`src/rtl/lfm_pkg.sv`:
```
// Shared definitions for the LFM chirp frequency-word generator:
// mode bit positions, FSM encoding, accumulator controls and width defaults.
package lfm_pkg;

  localparam int FREQ_W_DEF = 48;
  localparam int TIME_W_DEF = 32;
  localparam int CNT_W_DEF  = 16;

  localparam int MODE_TRI  = 0;
  localparam int MODE_TRIG = 1;

  typedef enum logic [2:0] {
    ST_IDLE      = 3'd0,
    ST_WAIT_TRIG = 3'd1,
    ST_SWEEP_UP  = 3'd2,
    ST_SWEEP_DN  = 3'd3,
    ST_DWELL     = 3'd4
  } state_e;

  typedef enum logic [1:0] {
    ACC_HOLD = 2'd0,
    ACC_LOAD = 2'd1,
    ACC_ADD  = 2'd2,
    ACC_SUB  = 2'd3
  } acc_op_e;

endpackage

```
`src/rtl/lfm_accum.sv`:
```
// Frequency-word accumulator: load, add rate, subtract rate or hold.
// Arithmetic wraps modulo 2^FREQ_W.
module lfm_accum
  import lfm_pkg::*;
#(
  parameter int FREQ_W = FREQ_W_DEF
) (
  input  logic              clk,
  input  logic              reset_n,
  input  acc_op_e           op,
  input  logic [FREQ_W-1:0] load_val,
  input  logic [FREQ_W-1:0] rate,
  output logic [FREQ_W-1:0] value
);

  always_ff @(posedge clk or negedge reset_n) begin
    if (!reset_n) begin
      value <= '0;
    end else begin
      case (op)
        ACC_LOAD: value <= load_val;
        ACC_ADD:  value <= value + rate;
        ACC_SUB:  value <= value - rate;
        default:  value <= value;
      endcase
    end
  end

endmodule

```
`src/rtl/lfm_sweep_gen.sv`:
```
// LFM chirp frequency-word generator: saw/triangle sweeps with trigger, dwell,
// finite run count and config shadowing at sweep boundaries. All outputs registered.
module lfm_sweep_gen
  import lfm_pkg::*;
#(
  parameter int FREQ_W = FREQ_W_DEF,
  parameter int TIME_W = TIME_W_DEF,
  parameter int CNT_W  = CNT_W_DEF
) (
  input  logic              clk,
  input  logic              reset_n,
  input  logic [FREQ_W-1:0] cfg_start,
  input  logic [FREQ_W-1:0] cfg_rate,
  input  logic [TIME_W-1:0] cfg_len,
  input  logic [TIME_W-1:0] cfg_dwell,
  input  logic [1:0]        cfg_mode,
  input  logic [CNT_W-1:0]  cfg_count,
  input  logic              enable,
  input  logic              trig,
  output logic [FREQ_W-1:0] freq_out,
  output logic              freq_valid,
  output logic              sweep_start,
  output logic              busy,
  output logic              done,
  output state_e            dbg_state
);

  // Handshake: there is no backpressure; freq_out is a valid NCO word exactly
  // in the cycles where freq_valid is high, and the consumer must take it then.

  state_e            state_q, state_n;
  logic [TIME_W-1:0] step_q, step_n;
  logic [TIME_W-1:0] dwell_q, dwell_n;
  logic [CNT_W-1:0]  rem_q, rem_n;
  logic              inf_q, inf_n;
  logic              final_q, final_n;
  logic [FREQ_W-1:0] sh_start_q, sh_rate_q;
  logic [TIME_W-1:0] sh_len_q, sh_dwell_q;
  logic              sh_tri_q;
  logic              valid_q, sweep_start_q, busy_q, done_q;
  logic              sweep_start_n, done_n;
  logic              go_start, end_sweep, after_sweep, latch_cfg, tri_dn;
  logic [CNT_W-1:0]  rem_use;
  logic              inf_use;
  acc_op_e           op;
  logic [FREQ_W-1:0] load_val;

  // A triangle only has a down leg when there is an interior word to revisit.
  assign tri_dn    = sh_tri_q && (sh_len_q >= TIME_W'(2));
  assign rem_use   = (state_q == ST_IDLE) ? cfg_count : rem_q;
  assign inf_use   = (state_q == ST_IDLE) ? (cfg_count == '0) : inf_q;
  assign latch_cfg = go_start && enable;

  always_comb begin
    state_n       = state_q;
    op            = ACC_HOLD;
    load_val      = sh_start_q;
    step_n        = step_q;
    dwell_n       = dwell_q;
    rem_n         = rem_q;
    inf_n         = inf_q;
    final_n       = final_q;
    sweep_start_n = 1'b0;
    done_n        = 1'b0;
    go_start      = 1'b0;
    end_sweep     = 1'b0;
    after_sweep   = 1'b0;
    case (state_q)
      ST_IDLE: begin
        op       = ACC_LOAD;
        load_val = cfg_start;
        if (trig) begin
          rem_n = cfg_count;
          inf_n = (cfg_count == '0);
          if (cfg_mode[MODE_TRIG]) state_n = ST_WAIT_TRIG;
          else                     go_start = 1'b1;
        end
      end
      ST_WAIT_TRIG: begin
        if (trig) go_start = 1'b1;
      end
      // done is raised together with the final word, so it is looked ahead one step.
      ST_SWEEP_UP: begin
        if (step_q != sh_len_q) begin
          op     = ACC_ADD;
          step_n = step_q + TIME_W'(1);
          if ((step_n == sh_len_q) && !tri_dn) done_n = final_q;
        end else if (tri_dn) begin
          state_n = ST_SWEEP_DN;
          op      = ACC_SUB;
          step_n  = sh_len_q - TIME_W'(1);
          if (sh_len_q == TIME_W'(2)) done_n = final_q;
        end else begin
          end_sweep = 1'b1;
        end
      end
      ST_SWEEP_DN: begin
        if (step_q > TIME_W'(1)) begin
          op     = ACC_SUB;
          step_n = step_q - TIME_W'(1);
          if (step_q == TIME_W'(2)) done_n = final_q;
        end else begin
          end_sweep = 1'b1;
        end
      end
      ST_DWELL: begin
        if (dwell_q <= TIME_W'(1)) after_sweep = 1'b1;
        else                       dwell_n = dwell_q - TIME_W'(1);
      end
      default: state_n = ST_IDLE;
    endcase

    if (end_sweep) begin
      if (final_q) begin
        state_n  = ST_IDLE;
        op       = ACC_LOAD;
        load_val = cfg_start;
      end else if (sh_dwell_q != '0) begin
        state_n  = ST_DWELL;
        dwell_n  = sh_dwell_q;
        op       = ACC_LOAD;
        load_val = sh_start_q;
      end else begin
        after_sweep = 1'b1;
      end
    end

    if (after_sweep) begin
      if (cfg_mode[MODE_TRIG]) begin
        state_n  = ST_WAIT_TRIG;
        op       = ACC_LOAD;
        load_val = sh_start_q;
      end else begin
        go_start = 1'b1;
      end
    end

    // Remaining counts sweeps not yet started, so the final sweep is known up front.
    if (go_start) begin
      state_n       = ST_SWEEP_UP;
      op            = ACC_LOAD;
      load_val      = cfg_start;
      step_n        = '0;
      sweep_start_n = 1'b1;
      if (!inf_use) rem_n = rem_use - CNT_W'(1);
      final_n = !inf_use && (rem_use == CNT_W'(1));
      done_n  = final_n && (cfg_len == '0);
    end

    if (!enable) begin
      state_n       = ST_IDLE;
      op            = ACC_LOAD;
      load_val      = cfg_start;
      step_n        = '0;
      dwell_n       = '0;
      rem_n         = '0;
      inf_n         = 1'b0;
      final_n       = 1'b0;
      sweep_start_n = 1'b0;
      done_n        = 1'b0;
    end
  end

  always_ff @(posedge clk or negedge reset_n) begin
    if (!reset_n) begin
      state_q       <= ST_IDLE;
      step_q        <= '0;
      dwell_q       <= '0;
      rem_q         <= '0;
      inf_q         <= 1'b0;
      final_q       <= 1'b0;
      valid_q       <= 1'b0;
      sweep_start_q <= 1'b0;
      busy_q        <= 1'b0;
      done_q        <= 1'b0;
    end else begin
      state_q       <= state_n;
      step_q        <= step_n;
      dwell_q       <= dwell_n;
      rem_q         <= rem_n;
      inf_q         <= inf_n;
      final_q       <= final_n;
      valid_q       <= (state_n == ST_SWEEP_UP) || (state_n == ST_SWEEP_DN);
      sweep_start_q <= sweep_start_n;
      busy_q        <= (state_n != ST_IDLE);
      done_q        <= done_n;
    end
  end

  always_ff @(posedge clk or negedge reset_n) begin
    if (!reset_n) begin
      sh_start_q <= '0;
      sh_rate_q  <= '0;
      sh_len_q   <= '0;
      sh_dwell_q <= '0;
      sh_tri_q   <= 1'b0;
    end else if (latch_cfg) begin
      sh_start_q <= cfg_start;
      sh_rate_q  <= cfg_rate;
      sh_len_q   <= cfg_len;
      sh_dwell_q <= cfg_dwell;
      sh_tri_q   <= cfg_mode[MODE_TRI];
    end
  end

  lfm_accum #(.FREQ_W(FREQ_W)) u_accum (
    .clk      (clk),
    .reset_n  (reset_n),
    .op       (op),
    .load_val (load_val),
    .rate     (sh_rate_q),
    .value    (freq_out)
  );

  assign freq_valid  = valid_q;
  assign sweep_start = sweep_start_q;
  assign busy        = busy_q;
  assign done        = done_q;
  assign dbg_state   = state_q;

endmodule
```
`config.mk`:
```
export PLATFORM = sky130hd
export DESIGN_NAME = lfm_sweep_gen
export DESIGN_NICKNAME = d
export VERILOG_FILES = /design/src/rtl/lfm_pkg.sv /design/src/rtl/lfm_accum.sv /design/src/rtl/lfm_sweep_gen.sv
export SDC_FILE = /design/constraint.sdc
export NUM_CORES = 1
export LEC_CHECK = 0
export ABC_AREA = 0
export CAP_MARGIN = 20
export CORE_MARGIN = 2
export CORE_UTILIZATION = 50
export CTS_BUF_LIST = sky130_fd_sc_hd__clkbuf_4
export DETAILED_ROUTE_END_ITERATION = 16
export PLACE_DENSITY = 0.86
export SLEW_MARGIN = 15
export SYNTH_ARGS = -nofsm -noshare
export SYNTH_HDL_FRONTEND = slang
export SYNTH_HIERARCHICAL = 1
export SYNTH_SLANG_ARGS = --single-unit
```
`constraint.sdc`:
```
create_clock -name clk -period 5.9 [get_ports clk]
set_input_delay 1.475 -clock clk [delete_from_list [all_inputs] [get_ports clk]]
set_output_delay 1.475 -clock clk [all_outputs]
set_load 0.03 [all_outputs]
```
==> impl_metrics.tcl <==
set metrics [dict create \
    io_pins 237 \
    antenna_found_initial 4 \
    syn_area_um2 21400 \
    min_from "sh_start_q[30]" \
    routed-wl-met2_mm 34.23 \
    cts_inserted_buffers 84 \
    hold_violations 0 \
    worstPathMaxFanout 10 \
    dieWidth_um 210.9 \
    syn2layout_area_growth_pct 22.07 \
    startpoint_type "flip-flop" \
    p_int_mw 5.576 \
    ys_warn_count 6 \
    drt-initial-drc-count 1657 \
    cp.required_ns 6.64 \
    drtPass1Iterations 6 \
    die-area_um2 44470 \
    yosysMostFrequentCell "dfrtp_1" \
    worstReg2RegEnd "u_accum/value[43]" \
    synth_top_area_share_pct 34.85 \
    cts_tree "done" \
    synth-edff-count 0 \
    core_um2 42130 \
    ys_types 88 \
    final_antenna_net_count 0 \
    ys.flop_type "dfrtp_1" \
    hp-class "flip-flop to flip-flop" \
    ys_top_cells_by_area "dfrtp_1 (35%), mux2_2 (9.9%), xor2_1 (4.7%)" \
    rows 75 \
    cp_cell_sequence "or4_4, or4_1, nor4_2, o22ai_1, nand2_1, inv_2, and2_0, buf_4, a31oi_1, xnor2_1, ha_1, nand4_1, nor4_2, or3b_1, a2111oi_1, buf_4, o21ai_0, and2_1, o221a_2" \
    ys_seq_elements 298 \
    r2r-start "step_q[12]" \
    relSlewSlack_pct 30.96 \
    routed.top_layer "met5" \
    initial_core_util_pct 50.79 \
    synth_area_per_cell_um2 8.730 \
    min_to "sh_start_q[30]" \
    r2r_setup_slack_ns 0.25 \
    clk_pin_slew_ns 0.06 \
    grt_use_total_pct 31.16 \
    synth_common_cells "dfrtp_1 (298), nand2_1 (255), nor2_1 (208)" \
    place_ws_ns -0.3551 \
    status "finished clean" \
    switchingPower_mw 3.723 \
    finalCritPeriodShare_pct 95.73 \
    min_path_cells 1 \
    fin_setup_tns_ns 0 \
    setup.worst_path.end_class "flip-flop" \
    syn_inst 2451 \
    reg2reg_depth 19 \
    wl_met1_mm 28.33 \
    worst_ep_arrival_time_ns 6.39 \
    cts_root_buffer "clkbuf_4" \
    worstSetupPathType "flip-flop to flip-flop" \
    netSwitchingFraction_pct 40.04 \
    skew_ns 0.06372 \
    synthArstFlopShare_pct 100.0 \
    nNetsFinal 2997 \
    wl_met3_mm 4.546 \
    powerDensity_nw_per_um2 356.0 \
    p_leak_nw 11.29 \
    drive_above_1_share_pct 18.83 \
    slowest_delay_ns 0.67 \
    worst_slew_pin_slew_ns 1.026 \
    wl_per_cell_um 20.83 \
    seq_power_share_pct 32.8 \
    cp_slowest_cell "or4_1" \
    synth_top_cell_by_area "dfrtp_1" \
    yosysSeqAreaShare_pct 34.85 \
    p_clk_share_pct 21.6 \
    clock-sinks 298 \
    die_height_um 210.9 \
    peakVddDrop_mv 0.2407 \
    maxCapViolCount 0 \
    grt_pass1_wl_mm 110.3 \
    grt_pass1_vias 20799 \
    comb_power_share_pct 45.6 \
    report.final.setup_viol 0 \
    setup_ws_ns 0.2518 \
    fin_crit_ns 5.648 \
    dp_hpwl_mm 51.60 \
    cts_max_level 3 \
    holdBufCountCts 0 \
    port_buffers 236 \
    gp_congestion 0.9856 \
    slew_violations 0 \
    synth_nets 2693 \
    grt.overflow.total 0 \
    remaining_drc_errors 0 \
    fmax_ghz 0.1770 \
    vias_per_cell 6.137 \
    grt_max_degree 113 \
    via_count 20613 \
    clk_latency_ns 0.88 \
    clockBufferDepth 3 \
    drt_wl_total_mm 69.96 \
]
## per-layer routing
layer / up-vias / GRT usage (%)
li1: 9528 / -
met1: 10002 / 38.18
met2: 876 / 53.35
met3: 205 / 5.828
met4: 2 / 14.23
met5: - / 0
## per-stage QoR
step	power, mW	hold WS, ns	area [um^2]	cells	util (%)
final	9.299	0.5005	26120	3359	62.00
after global routing	9.883	0.5206	26120	3357	61.98
after CTS	9.251	0.5045	26040	3351	61.80
after detailed placement	7.201	0.4897	24960	3206	59.23
after global placement	7.089	0.4823	24960	3206	59.23
after floorplan	5.603	0.4754	21400	2451	-
## what timing repair did
item	4_1_cts	5_1_grt
buffers inserted	0	1
endpoints found under the setup margin	0	21
resized for setup	0	10
## worst max-delay path by stage
stage	start	end	slack, ns	cells after the start
detailed placement	cfg_mode[1]	u_accum/value[40]	-0.36	19
CTS	sh_len_q[6]	u_accum/value[40]	0.06	21
floorplan	step_q[15]	u_accum/value[43]	0.11	24
global route	sh_len_q[6]	u_accum/value[40]	-0.03	22
global placement	cfg_mode[1]	u_accum/value[40]	-0.21	19
finish	step_q[12]	u_accum/value[43]	0.25	19
## final cells by class
type	instances	area, um^2
clock inverter	26	188.9
fill	3515	16010
clock buffer	119	893.4
multi-input combinational	1939	13180
antenna	6	15.01
tap	539	674.4
timing repair buffer	393	3571
sequential	298	7457
inverter	39	146.4
## registers in the layout (all words and copies together) (netlist names)
signal and flops:
rem_q 16, sh_start_q 48, dwell_q 32, sh_tri_q 1
sh_rate_q 48, busy 1, dbg_state 3, step_q 32
inf_q 1, sh_dwell_q 32, freq_valid 1, u_accum/value 48
sh_len_q 32, sweep_start 1, final_q 1, done 1
## power by group through the flow
stage	Sequential, mW	Clock, mW	Combinational (mW)
after CTS	3.03	2.05	4.17
after detailed placement	3.06	0	4.14
final	3.05	2.01	4.24
after floorplan	2.96	0	2.64
after global routing	3.11	2.17	4.60
after global placement	3.03	0	4.05
## cell families after synthesis
logic type               Yosys count  share of synthesized area (%)
multiplexers                     237                          12.19
adder cells (fa/ha/maj)           60                          3.543
AND/OR/NAND/NOR                  901                          20.99
XOR/XNOR                         219                          9.028
AO/OA/AOI/OAI                    522                          15.45
flip-flops                       298                          34.85
buffers and inverters            214                          3.947
## layout by cell type (no fill, tap or decap), types with 86 or more instances in the layout
cell type        netlist  routed
a21oi_1              153     152
buf_4                  1     154
clkbuf_4               0     120
clkdlybuf4s50_1        0     235
dfrtp_1              298     298
mux2_2               189     189
nand2_1              255     255
nor2_1               208     208
nor3_1                88      86
o21ai_0              138     138
xnor2_1              102     102
xor2_1               116     116
## critical path: cells and delay by family (launching register included)
kind	cells	cell delay, ns
xor+xnor	1	0.10
buf+inv	3	0.46
simple gates	9	3.10
compound gates	5	1.17
flops	1	0.38
fa+ha+maj	1	0.30
Power figures use the tool's default switching activity.
